[src/rtl/alu_sequencer.sv]
// alu_sequencer: register file plus a 3-cycle IDLE/EXEC/DONE sequencer that
// feeds registered operands to an external combinational ALU and writes the
// result back to the destination register.
//
//   state | meaning
//   ------+---------------------------------------------------------------
//   IDLE  | ready for an instruction; side load port active
//   EXEC  | latched operands presented to the ALU; writeback at exit edge
//   DONE  | done pulse for the retired instruction; returns to IDLE
module alu_sequencer #(
  parameter int NREGS = 8,
  parameter int W     = 8
) (
  input  logic                     clk,
  input  logic                     rst_n,
  input  logic [15:0]              instr,
  input  logic                     instr_valid,
  output logic                     instr_ready,
  input  logic                     ld_en,
  input  logic [$clog2(NREGS)-1:0] ld_addr,
  input  logic [W-1:0]             ld_data,
  output logic [W-1:0]             alu_a,
  output logic [W-1:0]             alu_b,
  output logic [3:0]               alu_op,
  input  logic [W-1:0]             alu_result,
  output logic                     done,
  output logic                     illegal,
  output logic [W-1:0]             wb_data,
  input  logic [$clog2(NREGS)-1:0] dbg_addr,
  output logic [W-1:0]             dbg_data
);

  localparam int AW = $clog2(NREGS);

  typedef enum logic [1:0] {
    S_IDLE = 2'd0,
    S_EXEC = 2'd1,
    S_DONE = 2'd2
  } state_t;

  state_t        state, next_state;
  logic [W-1:0]  regs [NREGS];
  logic [AW-1:0] rd_q;
  logic          illegal_q;
  logic          accept;

  logic [3:0]    f_op;
  logic [AW-1:0] f_rd, f_rs1, f_rs2;
  logic          unused_reserved;

  assign f_op  = instr[3:0];
  assign f_rd  = instr[6:4];
  assign f_rs1 = instr[9:7];
  assign f_rs2 = instr[12:10];
  // Reserved bits are deliberately ignored.
  assign unused_reserved = ^instr[15:13];

  assign accept = instr_valid & instr_ready;

  // R0 is hardwired to zero on every read path.
  assign dbg_data = (dbg_addr == '0) ? '0 : regs[dbg_addr];

  // State register.
  always_ff @(posedge clk or negedge rst_n) begin
    if (!rst_n) state <= S_IDLE;
    else        state <= next_state;
  end

  // Next-state and handshake/status outputs.
  always_comb begin
    next_state  = state;
    instr_ready = 1'b0;
    done        = 1'b0;
    illegal     = 1'b0;
    case (state)
      S_IDLE: begin
        instr_ready = 1'b1;
        if (instr_valid) next_state = S_EXEC;
      end
      S_EXEC: next_state = S_DONE;
      S_DONE: begin
        done       = 1'b1;
        illegal    = illegal_q;
        next_state = S_IDLE;
      end
      default: next_state = S_IDLE;
    endcase
  end

  // Operand/opcode capture on accept; reads use pre-edge register contents,
  // so a same-cycle load is not seen by the accepted instruction.
  always_ff @(posedge clk or negedge rst_n) begin
    if (!rst_n) begin
      alu_a     <= '0;
      alu_b     <= '0;
      alu_op    <= '0;
      rd_q      <= '0;
      illegal_q <= 1'b0;
    end else if (accept) begin
      alu_a     <= (f_rs1 == '0) ? '0 : regs[f_rs1];
      alu_b     <= (f_rs2 == '0) ? '0 : regs[f_rs2];
      alu_op    <= f_op;
      rd_q      <= f_rd;
      illegal_q <= (f_op > 4'd4);
    end
  end

  // Capture of the ALU result at the end of EXEC, including discarded ones.
  always_ff @(posedge clk or negedge rst_n) begin
    if (!rst_n)                wb_data <= '0;
    else if (state == S_EXEC)  wb_data <= alu_result;
  end

  // Register file: side loads only in IDLE, writeback only leaving EXEC.
  // The two never coincide since they are gated by different states.
  always_ff @(posedge clk or negedge rst_n) begin
    if (!rst_n) begin
      for (int i = 0; i < NREGS; i++) regs[i] <= '0;
    end else if (state == S_IDLE && ld_en && ld_addr != '0) begin
      regs[ld_addr] <= ld_data;
    end else if (state == S_EXEC && !illegal_q && rd_q != '0) begin
      regs[rd_q] <= alu_result;
    end
  end

endmodule

[config.mk]
export PLATFORM = sky130hd
export DESIGN_NAME = alu_sequencer
export DESIGN_NICKNAME = d
export VERILOG_FILES = /design/src/rtl/alu_sequencer.sv
export SDC_FILE = /design/constraint.sdc
export NUM_CORES = 1
export LEC_CHECK = 0
export BUFFER_PORTS_ARGS = -buffer_cell sky130_fd_sc_hd__buf_2
export CORE_ASPECT_RATIO = 1.75
export CORE_MARGIN = 2
export CORE_UTILIZATION = 50
export CTS_BUF_LIST = sky130_fd_sc_hd__clkbuf_2 sky130_fd_sc_hd__clkbuf_4 sky130_fd_sc_hd__clkbuf_8
export DETAILED_ROUTE_END_ITERATION = 6
export HOLD_SLACK_MARGIN = 0.1
export PLACE_DENSITY = 0.74
export SETUP_SLACK_MARGIN = 0.5
export SLEW_MARGIN = 5
export SYNTH_ARGS = -nofsm -noshare
export SYNTH_HDL_FRONTEND = slang
export SYNTH_SLANG_ARGS = --single-unit
[constraint.sdc]
create_clock -name clk -period 2.2 [get_ports clk]
set_clock_uncertainty 0.2 [all_clocks]
set_input_delay 0.22 -clock clk [delete_from_list [all_inputs] [get_ports clk]]
set_output_delay 0.22 -clock clk [all_outputs]
set_load 0.005 [all_outputs]
==> flow_summary_export.csv <==
group,metric,value,unit
run_status,outcome,"complete, no violations",
worst_setup_path,end_kind,"register",
synthesis,synth_cells,522,
hold_path,hp-class,"input pin to async pin",
die,top_level_ports,81,
worst_setup_path,crit_fanout,8,
worst_setup_path,cp.arrival,2.14,ns
worst_setup_path,start_kind,"register",
timing,period_needed,2.078,ns
route,drcViolationCount,0,
worst_setup_path,cp_cell_sequence,"or3b_4, or2_4, o2111a_2, a221o_1",
route,antenna_left,0,
placed_design,dp_hpwl,13.02,mm
clock_network,clkLatencyLatePin,0.38,ns
global_routing,grt.total_usage,31.31,%
synthesis,yosys.area.top_type,"dfrtp_1",
clock_network,cts_tree,"built",
power_and_ir_drop,finalPower,7.394,mW
clock_network,cts_max_level,3,
timing,worst_slew_pin_slew,0.6997,ns
route,avgViaCountPerCell,6.462,
run,max_cap_viol_count,0,
worst_setup_path,max_stage_delay,0.46,ns
synthesis,synth.top_cell.area_share,44.02,%
worst_setup_path,critPathSlowestCell,"dfrtp_2",
finish,drive_above_1_share,43.63,%
route,vias,5415,
synthesis,ys_ff_latch,98,
clock_network,cts.sinks,98,
worst_setup_path,cp_data_required_time,2.26,ns
timing,maxSlewViolCount,0,
timing,maxSlewHeadroom,53.15,%
timing,post-route-period-util,94.43,%
synthesis,syn_area_per_cell,10.67,µm²
power_and_ir_drop,p_leak,3.387,nW
synthesis,synthTopCellsByArea,"dfrtp_1 44%, mux4_2 6.9%, mux2_2 6.1%",
route,first_pass_iters,5,
synthesis,synth-async-reset-ratio,100.0,%
route,wl,19.01,mm
die,start_util,50.76,%
global_routing,grt_pass1_vias,5587,
global_routing,gr-total-overflow,0,
clock_network,cts.clk_slew.worst_paths,0.10,ns
placed_design,io_buffers,77,
die,dieArea,12040,µm²
timing,setup_violations,0,
clock_network,cts_buffer_depth,2,
global_routing,antenna_found_initial,0,
worst_setup_path,cp_top_family,"simple AND/OR/NAND/NOR gates",
timing,totalNegativeSetupSlack,0,ns
clock_network,cts_made_buffers,9,
placed_design,globalplace.congestion,0.8971,
die,core-area,10980,µm²
die,die_w,83.80,µm
die,dieHeight,143.6,µm
synthesis,synth_most_common_cell,"dfrtp_1",
power_and_ir_drop,pwr_density_cell,964.0,nW/µm²
synthesis,yosysSeqAreaShare,44.02,%
synthesis,synth_area,5572,µm²
synthesis,yosysUniqueCellTypes,44,
timing,hold_viol,0,
route,drt-initial-drc-count,377,
timing,fmax,0.4813,GHz
synthesis,yosys_warnings,0,
synthesis,synth_nets,564,
synthesis,yosys-top-cells-count,"98 x dfrtp_1, 44 x nor2_1, 38 x o21ai_0",
global_routing,grt_max_degree,44,
clock_network,cts_root_buf,"clkbuf_8",
finish,antenna_cells,0,
worst_setup_path,criticalPathCategory,"register to register",
power_and_ir_drop,vdd.ir_drop.worst,0.5916,mV
finish,area_growth,37.66,%
global_routing,grt_pass1_wl,29.22,mm
worst_setup_path,cp_num_buf_inv,0,
finish,fillers,808,
synthesis,synth_edf_count,0,
finish,final_nets,743,
route,post_drt_wl_per_cell,22.68,µm
die,row_count,51,
synthesis,synthFlopType,"dfrtp_1",
timing,rsz0062_at_grt,"true",
[cell usage in the layout, fill, tap and decap left out, types with 13 or more instances in the layout]
cell type      instances
buf_2                 75
mux4_2                17
mux2_2                26
nor2_1                32
nand2_1               34
mux2i_1               25
a221o_1               32
o21ai_0               21
dlygate4sd3_1         28
a31oi_1               13
dfrtp_1               96
and2_1                26
buf_4                 88
[final cells by class]
| class | count | area (µm²) | share of cell area (%) |
|---|---|---|---|
| clock buffers | 10 | 137.6 | 1.794 |
| well taps | 132 | 165.2 | 2.153 |
| inverters | 10 | 37.54 | 0.4894 |
| clock inverters | 6 | 87.58 | 1.142 |
| flip-flops and latches | 98 | 2455 | 32.01 |
| repair buffers | 203 | 1504 | 19.61 |
| multi-input cells | 379 | 3283 | 42.81 |
[through the flow]
step	cell area (µm²)	cells	hold WS [ns]	utilization, %	worst slack [ns]
finish	7670	838	0.1101	69.88	0.1225
global route	7670	838	0.1318	69.88	0.1059
CTS	7373	824	0.1057	67.18	0.1265
detailed placement	6330	736	-0.01944	57.67	0.03769
global placement	6330	736	-0.03055	57.67	0.09317
floorplan	5614	522	-0.2756	-	0.09466
[sequential cells by signal, summed over array words and instances, names as in the netlist]
name	flops
state	2
alu_a	8
wb_data	8
illegal_q	1
alu_op	4
rd_q	3
regs	64
alu_b	8
[power by group]
group	internal, mW	switching, mW
Sequential	2.42	0.570
Combinational	1.67	1.37
Clock	0.677	0.690
[path summary, 6_finish.rpt]
kind,cells after the start,to,startpoint,slack [ns]
hold reg to reg,0,regs[61]$_DFFE_PN0P_,regs[61]$_DFFE_PN0P_,0.18
max in group asynchronous,3,regs[59]$_DFFE_PN0P_,rst_n,1.11
setup reg to reg,4,regs[39]$_DFFE_PN0P_,state[0]$_DFFE_PN0P_,0.12
setup / recovery,4,regs[39]$_DFFE_PN0P_,state[0]$_DFFE_PN0P_,0.12
min in group clk,3,alu_b[6]$_DFFE_PN0P_,instr[10],0.12
hold / removal,2,regs[24]$_DFFE_PN0P_,rst_n,0.11
[kinds of logic after synthesis]
logic type / after synthesis / synth area share, %
and+or+nand+nor: 151 / 13.99
AOI/OAI and AO/OA: 154 / 20.91
muxes: 72 / 17.43
buffers and inverters: 47 / 3.660
DFF: 98 / 44.02
[metal layers]
layer | wire length, µm | GRT usage [%] | vias up
met1 | 6844 | 35.13 | 2668
li1 | - | - | 2368
met4 | 1089 | 20.54 | 0
met5 | 0 | 0 | -
met3 | 1142 | 4.021 | 79
met2 | 9934 | 55.45 | 300
[repair_timing]
item | 4_1_cts | 5_1_grt
hold buffers | 28 | 0
cloned | 3 | 1
resized for setup | 54 | 41
pin swaps | 18 | 19
buffers inserted | 41 | 13
hold endpoints to repair | 177 | 0
endpoints found under the setup margin | 89 | 95
Note: power is estimated with default switching activity, not from simulation.
